--- src/rtl/screen_mem_arbiter.sv ---
// Screen memory arbiter: shares the single-port 8K x 16 screen RAM between the
// CPU data port (held req/ack) and the pipelined video scanout fetcher.
// Video has fixed priority. A starvation counter lets the CPU win after
// STARVE_LIMIT consecutive denied cycles.
// Optional feature macro: SCREEN_ARB_STATS_EN adds the conflict_count output.
module screen_mem_arbiter #(
  parameter int unsigned AW           = 13,
  parameter int unsigned DW           = 16,
  parameter int unsigned STARVE_LIMIT = 4
) (
  input  logic          clk,
  input  logic          reset,
  input  logic          cpu_req,
  input  logic          cpu_we,
  input  logic [AW-1:0] cpu_addr,
  input  logic [DW-1:0] cpu_wdata,
  output logic          cpu_ack,
  output logic [DW-1:0] cpu_rdata,
  input  logic          vid_req,
  input  logic [AW-1:0] vid_addr,
  output logic          vid_gnt,
  output logic          vid_valid,
  output logic [DW-1:0] vid_rdata,
  output logic [AW-1:0] ram_addr,
  output logic          ram_we,
  output logic [DW-1:0] ram_wdata,
  input  logic [DW-1:0] ram_rdata
`ifdef SCREEN_ARB_STATS_EN
  ,
  output logic [15:0]   conflict_count
`endif
);

  localparam int unsigned SW = 4;
  localparam int unsigned CW = 16;

  typedef enum logic [1:0] {
    TAG_NONE = 2'd0,
    TAG_CPU  = 2'd1,
    TAG_VID  = 2'd2
  } tag_e;

  logic          cpu_elig_c;
  logic          cpu_gnt_c;
  logic          vid_gnt_c;
  logic          cpu_rd_ret_c;
  logic          vid_rd_ret_c;

  logic          cpu_busy_q, cpu_busy_d;
  logic [SW-1:0] starve_q, starve_d;
  logic [AW-1:0] ram_addr_q, ram_addr_d;
  logic          ram_we_q, ram_we_d;
  logic [DW-1:0] ram_wdata_q, ram_wdata_d;
  tag_e          tag1_q, tag1_d;
  tag_e          tag2_q, tag2_d;
  logic          wr_ack_q, wr_ack_d;
  logic [DW-1:0] cpu_hold_q, cpu_hold_d;
  logic [DW-1:0] vid_hold_q, vid_hold_d;

  // Grant decision: video first unless the CPU has waited STARVE_LIMIT cycles
  always_comb begin
    cpu_elig_c = cpu_req & ~cpu_busy_q;
    cpu_gnt_c  = reset & cpu_elig_c &
                 (~vid_req | (starve_q == SW'(STARVE_LIMIT)));
    vid_gnt_c  = reset & vid_req & ~cpu_gnt_c;
  end

  // Read return routing: stage-2 tag marks which requester owns ram_rdata now
  always_comb begin
    cpu_rd_ret_c = (tag2_q == TAG_CPU);
    vid_rd_ret_c = (tag2_q == TAG_VID);
  end

  // Next-state logic for the RAM port, return pipeline, busy and starvation
  always_comb begin
    cpu_busy_d  = cpu_busy_q;
    starve_d    = starve_q;
    ram_addr_d  = ram_addr_q;
    ram_we_d    = 1'b0;
    ram_wdata_d = ram_wdata_q;
    tag1_d      = TAG_NONE;
    tag2_d      = tag1_q;
    wr_ack_d    = 1'b0;
    cpu_hold_d  = cpu_hold_q;
    vid_hold_d  = vid_hold_q;

    if (cpu_gnt_c) begin
      ram_addr_d = cpu_addr;
      ram_we_d   = cpu_we;
      if (cpu_we) begin
        ram_wdata_d = cpu_wdata;
        wr_ack_d    = 1'b1;
      end else begin
        tag1_d = TAG_CPU;
      end
    end else if (vid_gnt_c) begin
      ram_addr_d = vid_addr;
      tag1_d     = TAG_VID;
    end

    // Busy spans from the grant edge to the edge that ends the ack cycle
    if (cpu_busy_q) begin
      if (cpu_ack) begin
        cpu_busy_d = 1'b0;
      end
    end else if (cpu_gnt_c) begin
      cpu_busy_d = 1'b1;
    end

    if (!cpu_elig_c || cpu_gnt_c) begin
      starve_d = '0;
    end else if (vid_gnt_c && (starve_q != SW'(STARVE_LIMIT))) begin
      starve_d = starve_q + SW'(1);
    end

    if (cpu_rd_ret_c) begin
      cpu_hold_d = ram_rdata;
    end
    if (vid_rd_ret_c) begin
      vid_hold_d = ram_rdata;
    end
  end

  // State registers; reset drops every in-flight access
  always_ff @(posedge clk or negedge reset) begin
    if (!reset) begin
      cpu_busy_q  <= 1'b0;
      starve_q    <= '0;
      ram_addr_q  <= '0;
      ram_we_q    <= 1'b0;
      ram_wdata_q <= '0;
      tag1_q      <= TAG_NONE;
      tag2_q      <= TAG_NONE;
      wr_ack_q    <= 1'b0;
      cpu_hold_q  <= '0;
      vid_hold_q  <= '0;
    end else begin
      cpu_busy_q  <= cpu_busy_d;
      starve_q    <= starve_d;
      ram_addr_q  <= ram_addr_d;
      ram_we_q    <= ram_we_d;
      ram_wdata_q <= ram_wdata_d;
      tag1_q      <= tag1_d;
      tag2_q      <= tag2_d;
      wr_ack_q    <= wr_ack_d;
      cpu_hold_q  <= cpu_hold_d;
      vid_hold_q  <= vid_hold_d;
    end
  end

  // Output drive: read data passes straight through in its return cycle, then holds
  always_comb begin
    vid_gnt   = vid_gnt_c;
    ram_addr  = ram_addr_q;
    ram_we    = ram_we_q;
    ram_wdata = ram_wdata_q;
    cpu_ack   = wr_ack_q | cpu_rd_ret_c;
    vid_valid = vid_rd_ret_c;
    cpu_rdata = cpu_rd_ret_c ? ram_rdata : cpu_hold_q;
    vid_rdata = vid_rd_ret_c ? ram_rdata : vid_hold_q;
  end

`ifdef SCREEN_ARB_STATS_EN
  logic [CW-1:0] conf_q, conf_d;

  // Count cycles where an eligible CPU access lost arbitration, saturating
  always_comb begin
    conf_d = conf_q;
    if (cpu_elig_c && !cpu_gnt_c && (conf_q != {CW{1'b1}})) begin
      conf_d = conf_q + CW'(1);
    end
  end

  // Conflict counter register
  always_ff @(posedge clk or negedge reset) begin
    if (!reset) begin
      conf_q <= '0;
    end else begin
      conf_q <= conf_d;
    end
  end

  assign conflict_count = conf_q;
`endif

endmodule

--- config.mk ---
export PLATFORM = sky130hd
export DESIGN_NAME = screen_mem_arbiter
export DESIGN_NICKNAME = d
export VERILOG_FILES = /design/src/rtl/screen_mem_arbiter.sv
export SDC_FILE = /design/constraint.sdc
export NUM_CORES = 1
export LEC_CHECK = 0
export CAP_MARGIN = 40
export CORE_MARGIN = 2
export CORE_UTILIZATION = 35
export CTS_CLUSTER_DIAMETER = 120
export DETAILED_ROUTE_END_ITERATION = 12
export GPL_TIMING_DRIVEN = 0
export PLACE_DENSITY = 0.68
export SLEW_MARGIN = 0
export SYNTH_ARGS = -nofsm -noshare
export SYNTH_HDL_FRONTEND = slang
export SYNTH_SLANG_ARGS = --single-unit
--- constraint.sdc ---
create_clock -name clk -period 3.04 [get_ports clk]
set_input_delay 0.456 -clock clk [delete_from_list [all_inputs] [get_ports clk]]
set_output_delay 0.456 -clock clk [all_outputs]
set_load 0.005 [all_outputs]
==> out/metrics.yaml, run 1 <==
status:
  outcome: "completed"
pwr:
  switchingPower_uw: 828
  power_frac_clock_pct: 24.0
  power.internal_mw: 2.53
  power_leakage_nw: 1.94
  power.combinational.fraction_pct: 35.5
  switching_share_pct: 24.7
  p_per_area_mw_per_mm2: 727
  peakVddDrop_mv: 0.276
  seq_power_share_pct: 40.5
  final_total_pwr_mw: 3.35
yosys:
  syn-cell-area_mm2: 0.00295
  ys_seq_elements: 71
  synthesis.nets: 275
  synthesis.area_per_instance_um2: 14.0
  synthesis.yosys.warnings: 0
  part_of_the_yosys_area_used_for_sequential_elements_pct: 60.3
  yosys.cell_types.count: 28
  netlist_instances: 210
layout:
  fin_nets: 416
  stdcell_area_mm2: 0.00461
  final_core_utilization_pct: 56.4
  stdcell_count: 461
  layout.cells.most_common_list: "126 x clkdlybuf4s50_1, 71 x dfrtp_1, 39 x mux2_2"
  synthToLayoutAreaGrowth_pct: 56.5
  drive_above_1_share_pct: 21.3
  n_antenna_cell: 0
  final_common_cell: "clkdlybuf4s50_1"
detailed_routing:
  remaining_drc_errors: 0
  final_antenna_net_count: 0
  postRouteWirelength_mm: 7.10
  drtIter0Drc: 69
  via_count: 2272
  firstDrtPassIters: 4
  route.detailed.wl_per_inst_um: 15.4
  avgViaCountPerCell: 4.93
clock_tree:
  clockRootBuffer: "clkbuf_8"
  clk_lat_worst_skew_ps: 340
  postCtsSetupBuffers: 0
  clock_sink_count: 71
  number_of_buffers_inserted_during_clock_tree_synthesis: 9
  ctsHtreeMaxLevel: 3
  clk_path_buf_depth: 2
  tritoncts: "done"
  clkSlewWorstSetupHoldPaths_ps: 80
timing:
  clock.fmax_mhz: 352
  finalSetupViolCount: 0
  max_slew_margin_pct: 63.3
  setup_clock_skew_after_layout_ps: 6.33
  hold_viol: 0
  finalWorstPathRequiredPeriod_ps: 2840
  worst_slew_pin_slew_ps: 549
  report.final.slew_viol_count: 0
  rsz0062_at_grt: "false"
  min_period_over_period_pct: 93.5
critical_path:
  timing_worst_setup_path_type: "reg2out"
  cp.required_ps: 2580
  worstSetupEndpointType: "output pin"
  setup.worst_path.start_class: "flip-flop"
  arrival_ps: 2390
  crit_path_max_fanout: 10
worst_hold_path:
  hold_path.class: "in2async"
floorplanning:
  die_width_um: 95.8
  rows: 33
  fp.dieArea_mm2: 0.00917
  floorplan.die.height_um: 95.8
  io_pins: 128
  initial_standard_cell_utilization_of_the_core_pct: 36.0
  coreArea_mm2: 0.00818
global_route:
  grt_max_degree: 56
  grt_pass1_wl_mm: 10.9
  antenna_found_initial: 0
  vias_in_the_first_global_route: 2261
  groute.usage.overall_pct: 15.9
  grt_overflow_total: 0
placed_design:
  io_buffer_count: 127
  detailed_place.area_mm2: 0.00437
  final_weighted_congestion_in_routability_driven_placement: 0.780
  place.detailed.instances: 443
  detailed_place_hpwl_mm: 5.31
job:
  max-cap-violations: 0
per-stage QoR:
stage,setup slack [ps],hold slack (ps),setup TNS (ps)
after floorplan,1210,160,0
after global placement,-2090,335,-144510
after detailed placement,242,335,0
after CTS,121,94.6,0
after global routing,9.28,96.7,0
final,198,91.8,0
synthesized netlist by cell type:
master / n / area (um^2)
a2111o_1: 1 / 11.3
nand3b_4: 1 / 20.0
a221o_1: 13 / 130
nand4_1: 2 / 12.5
buf_12: 1 / 20.0
a31oi_1: 1 / 6.26
nand2_1: 3 / 11.3
nor2b_1: 3 / 18.8
o21ai_0: 1 / 5.00
ha_1: 2 / 25.0
a21o_1: 1 / 7.51
nand3_1: 14 / 70.1
nand2b_1: 2 / 12.5
buf_1: 1 / 3.75
nand4b_1: 1 / 8.76
and4b_2: 1 / 11.3
dfrtp_1: 71 / 1780
nand3b_1: 1 / 7.51
buf_2: 5 / 25.0
inv_1: 6 / 22.5
mux2_4: 9 / 135
a21oi_1: 20 / 100
and2_1: 1 / 6.26
clkbuf_1: 7 / 26.3
a211oi_4: 1 / 20.0
and3b_2: 1 / 10.0
nor2_1: 1 / 3.75
mux2_2: 39 / 439
what timing repair did:
item                      CTS  global route
hold endpoints to repair   19             0
gates resized for setup     0             0
hold buffers                1             0
layer usage:
layer  global-route usage (%)  vias to the layer above  routed length (um)
met3                     5.95                       12                 662
li1                         -                     1045                   -
met2                     24.5                      116                3260
met5                        0                        -                   0
met4                     6.67                        0                 125
met1                     20.1                     1099                3060
critical path: stages, from the launching register on:
cell and delay, ps:
dfrtp_1 380, nor2b_1 100, clkbuf_1 370, buf_2 350, mux2_2 380, clkdlybuf4s50_1 460
area by class of cell:
| cell class | instances | area, um^2 |
|---|---|---|
| Timing Repair Buffer | 130 | 1320 |
| Inverter | 6 | 22.5 |
| Tap cell | 105 | 131 |
| Fill cell | 684 | 3560 |
| Buffer | 14 | 75.1 |
| Clock inverter | 6 | 85.1 |
| Multi-Input combinational cell | 119 | 1070 |
| Sequential cell | 71 | 1780 |
| Clock buffer | 10 | 128 |
cell families (layout without fill, tap and decap cells):
group                      count (synthesis)  in the layout  synth area share [%]
adders and majority gates                  2              2                 0.849
buffers and inverters                     20            166                  3.31
DFF                                       71             71                  60.3
AOI/OAI and AO/OA                         38             38                  9.51
and+or+nand+nor                           31             31                  6.54
muxes                                     48             48                  19.5
power groups by stage:
stage	logic, mW	clock network [mW]	registers [mW]
final	1.19	0.805	1.36
after CTS	1.21	0.840	1.36
after floorplan	0.427	0	1.37
after global routing	1.29	0.883	1.40
after detailed placement	1.21	0	1.38
after global placement	1.19	0	1.37
path summary, 6_finish.rpt:
path / from / end / cells past startpoint / slack, ps
max in group asynchronous: reset / ram_wdata[15] / 3 / 2200
max: tag2_q[1] / cpu_rdata[9] / 5 / 200
min: reset / vid_hold_q[4] / 2 / 90
min in group clk: tag1_q[1] / tag2_q[1] / 0 / 360
min reg2reg: tag1_q[1] / tag2_q[1] / 0 / 360
max reg2reg: starve_q[0] / ram_wdata[14] / 6 / 950
registers in the layout, indices dropped and copies added (netlist names):
signal and count:
cpu_hold_q 16, ram_wdata 16, vid_hold_q 16, ram_addr 13, starve_q 4, tag1_q 2, tag2_q 2, cpu_busy_q 1
ram_we 1
No activity file was read; power rests on OpenSTA's default activity.
==> inputs of run 2 (changes only) <==
- ABC_AREA: default -> 1
==> run 2 against run 1 <==
  * Cell area is 0.87% higher
  * Non-clock buffer count is 5 higher
  * Sequential power is 26% lower
  * Via count is 25% higher
  * Count of clock-buffer cells in the layout is 1 higher
  * Flip-flop and latch count stayed put
  * Critical path depth stayed put
  * First-iteration DRC count is 30% higher
  * Global-route usage is 1.8 points higher
  * Synthesized cell count is 62% higher
  * Die area is 3.5% higher
  * Worst setup slack better by 97 ps
==> out/metrics.yaml, run 2 <==
critical_path:
  cp.required_ps: 2580
  worstReg2RegEnd: "ram_addr[7]"
  cp_slowest_stage_delay_ps: 570
  timing_worst_setup_path_type: "in2out"
  crit_top_cell: "clkdlybuf4s50_1"
  crit-reg2reg-launch: "starve_q[0]"
  worstSetupEndpointType: "output pin"
  worstRegToRegCells: 8
  cpMaxStageDelayCell: "clkdlybuf4s50_1"
  arrival_ps: 2290
  setup.worst_path.start: "vid_req"
  setup.worst_path.start_class: "primary input"
  r2r_setup_slack_ps: 1600
  list_of_cells_traversed_by_the_critical_path: "clkdlybuf4s50_1 > nand2_2 > clkbuf_1 > a21oi_1 > clkdlybuf4s50_1"
  crit_path_max_fanout: 10
pwr:
  switchingPower_uw: 477
  switching_share_pct: 24.5
  final_total_pwr_mw: 1.95
  seq_power_share_pct: 52.0
  p_per_area_mw_per_mm2: 419
  power_leakage_nw: 2.27
  power_frac_clock_pct: 31.9
  power.combinational.fraction_pct: 16.1
  peakVddDrop_mv: 0.176
  power.internal_mw: 1.47
layout:
  synthToLayoutAreaGrowth_pct: 52.3
  fin_nets: 545
  n_antenna_cell: 0
  seq_area_mm2: 0.00178
  final_common_cell: "clkdlybuf4s50_1"
  fill_cells: 795
  drive_above_1_share_pct: 7.44
  multiInputGateArea_mm2: 0.00102
  layout.cells.most_common_list: "125 x clkdlybuf4s50_1, 87 x nand2_1, 71 x dfrtp_1"
yosys:
  synth_top_cells_by_count: "87 x nand2_1, 71 x dfrtp_1, 45 x nand3_1"
  synthesis.yosys.warnings: 0
  synthFlopType: "dfrtp_1"
  netlist_top_cells_area: "dfrtp_1 58%, nand2_1 11%, nand3_1 7.4%"
  syn-cell-area_mm2: 0.00306
  post-synth-top-area-fraction_pct: 58.1
  synthesis.area_per_instance_um2: 8.99
  synthesis.nets: 405
  yosys.cell_types.count: 21
  synth-edff-count: 0
  ys_seq_elements: 71
  synth_top_cell_by_area: "dfrtp_1"
  part_of_the_yosys_area_used_for_sequential_elements_pct: 58.1
  netlist_instances: 340
  synth.most_common_cell: "nand2_1"
  synthArstFlopShare_pct: 100
detailed_routing:
  firstDrtPassIters: 4
  remaining_drc_errors: 0
  postRouteWirelength_mm: 8.12
  drtIter0Drc: 90
  route.detailed.wl_per_inst_um: 13.7
  via_count: 2831
  final_antenna_net_count: 0
  avgViaCountPerCell: 4.78
global_route:
  groute.usage.overall_pct: 17.6
  globalRouteMet1Util_pct: 22.5
  vias_in_the_first_global_route: 2852
  grt_overflow_total: 0
  grt_pass1_wl_mm: 13.7
  met3_track_demand_over_resource_pct: 5.32
  grt_max_degree: 54
  grt.busiest_layer: "met2"
  antenna_found_initial: 0
  grtUsageMet2_pct: 28.9
clock_tree:
  cts_resized: 0
  tritoncts: "done"
  clk_path_buf_depth: 2
  clock_sink_count: 71
  ctsHtreeMaxLevel: 3
  number_of_buffers_inserted_during_clock_tree_synthesis: 9
  clk_lat_worst_skew_ps: 340
  clockRootBuffer: "clkbuf_8"
  clkSlewWorstSetupHoldPaths_ps: 70
floorplanning:
  fp.dieArea_mm2: 0.00949
  die_width_um: 97.4
  rows: 34
  coreArea_mm2: 0.00859
  io_pins: 128
  initial_standard_cell_utilization_of_the_core_pct: 35.6
  floorplan.die.height_um: 97.4
timing:
  hold_viol: 0
  setup_clock_skew_after_layout_ps: 12.1
  max_slew_margin_pct: 52.0
  clock.fmax_mhz: 364
  min_period_over_period_pct: 90.3
  worst_slew_pin_slew_ps: 718
  setup_slack_ps: 295
  finalSetupViolCount: 0
  finalWorstPathRequiredPeriod_ps: 2740
  rsz0062_at_grt: "false"
  report.final.slew_viol_count: 0
placed_design:
  final_weighted_congestion_in_routability_driven_placement: 0.769
  detailed_place_hpwl_mm: 5.92
  io_buffer_count: 126
  pre_cts_slack_ps: 167
status:
  outcome: "completed"
job:
  max-cap-violations: 0
worst_hold_path:
  hold_path.class: "in2async"
-- run 2: cell types whose count changed after synthesis, moves of 5 or more --
cell,change
a21oi_1,-5
a221o_1,-13
inv_1,+31
mux2_2,-39
mux2_4,-9
nand2_1,+84
nand3_1,+31
nand4_1,+15
o21ai_0,+32
-- run 2: through the flow --
| step | hold slack [ps] | std cells | TNS [ps] | instance area, um^2 | utilization, % |
|---|---|---|---|---|---|
| CTS | 123 | 592 | 0 | 4650 | 54.1 |
| global placement | 332 | 574 | -133840 | 4450 | 51.8 |
| floorplan | 160 | 340 | 0 | 3060 | - |
| detailed placement | 335 | 575 | 0 | 4480 | 52.1 |
| finish | 131 | 592 | 0 | 4650 | 54.1 |
| global route | 130 | 592 | 0 | 4650 | 54.1 |
-- run 2: final cells by class --
cell class	count	area share [%]
timing repair buffer	129	28.1
clock inverter	4	0.511
tap	108	2.90
buffer	20	2.31
sequential	71	38.2
clock buffer	11	2.82
inverter	39	3.17
multi-input combinational	210	22.0
-- run 2: worst max-delay path by stage --
stage               to  slack [ps]
6_report       vid_gnt         300
5_1_grt        vid_gnt         200
4_1_cts        vid_gnt         280
3_5_place_dp   vid_gnt         170
3_3_place_gp   vid_gnt       -2560
2_1_floorplan  vid_gnt        1430
-- run 2: worst max-delay path, delay by kind of cell --
kind | cells | cell delay [ps]
buffers and inverters | 3 | 1420
AND/OR/NAND/NOR | 1 | 170
AO/OA/AOI/OAI | 1 | 230
-- run 2: power by group through the flow --
stage          clock, mW  sequential, mW  combinational [mW]
3_5_place_dp           0            1.03               0.314
3_3_place_gp           0            1.03               0.306
2_1_floorplan          0            1.03              0.0852
5_1_grt            0.689            1.02               0.343
4_1_cts            0.646            1.01               0.318
6_report           0.621            1.01               0.314
-- run 2: metal layers --
| metal | wire (um) | vias to the layer above |
|---|---|---|
| li1 | - | 1393 |
| met1 | 3690 | 1314 |
| met2 | 3790 | 110 |
| met3 | 504 | 14 |
| met4 | 136 | 0 |
| met5 | 0 | - |
-- run 2: cells by family after synthesis --
group	synth area share [%]
and+or+nand+nor	24.5
DFF	58.1
buffers and inverters	8.35
AOI/OAI and AO/OA	7.86
adders and majority gates	0.819
xor gates and xnor gates	0.287
-- run 2: repair_timing --
item	in CTS	in global routing
hold buffers	2	0
hold endpoints to repair	14	0
buffers inserted	0	0
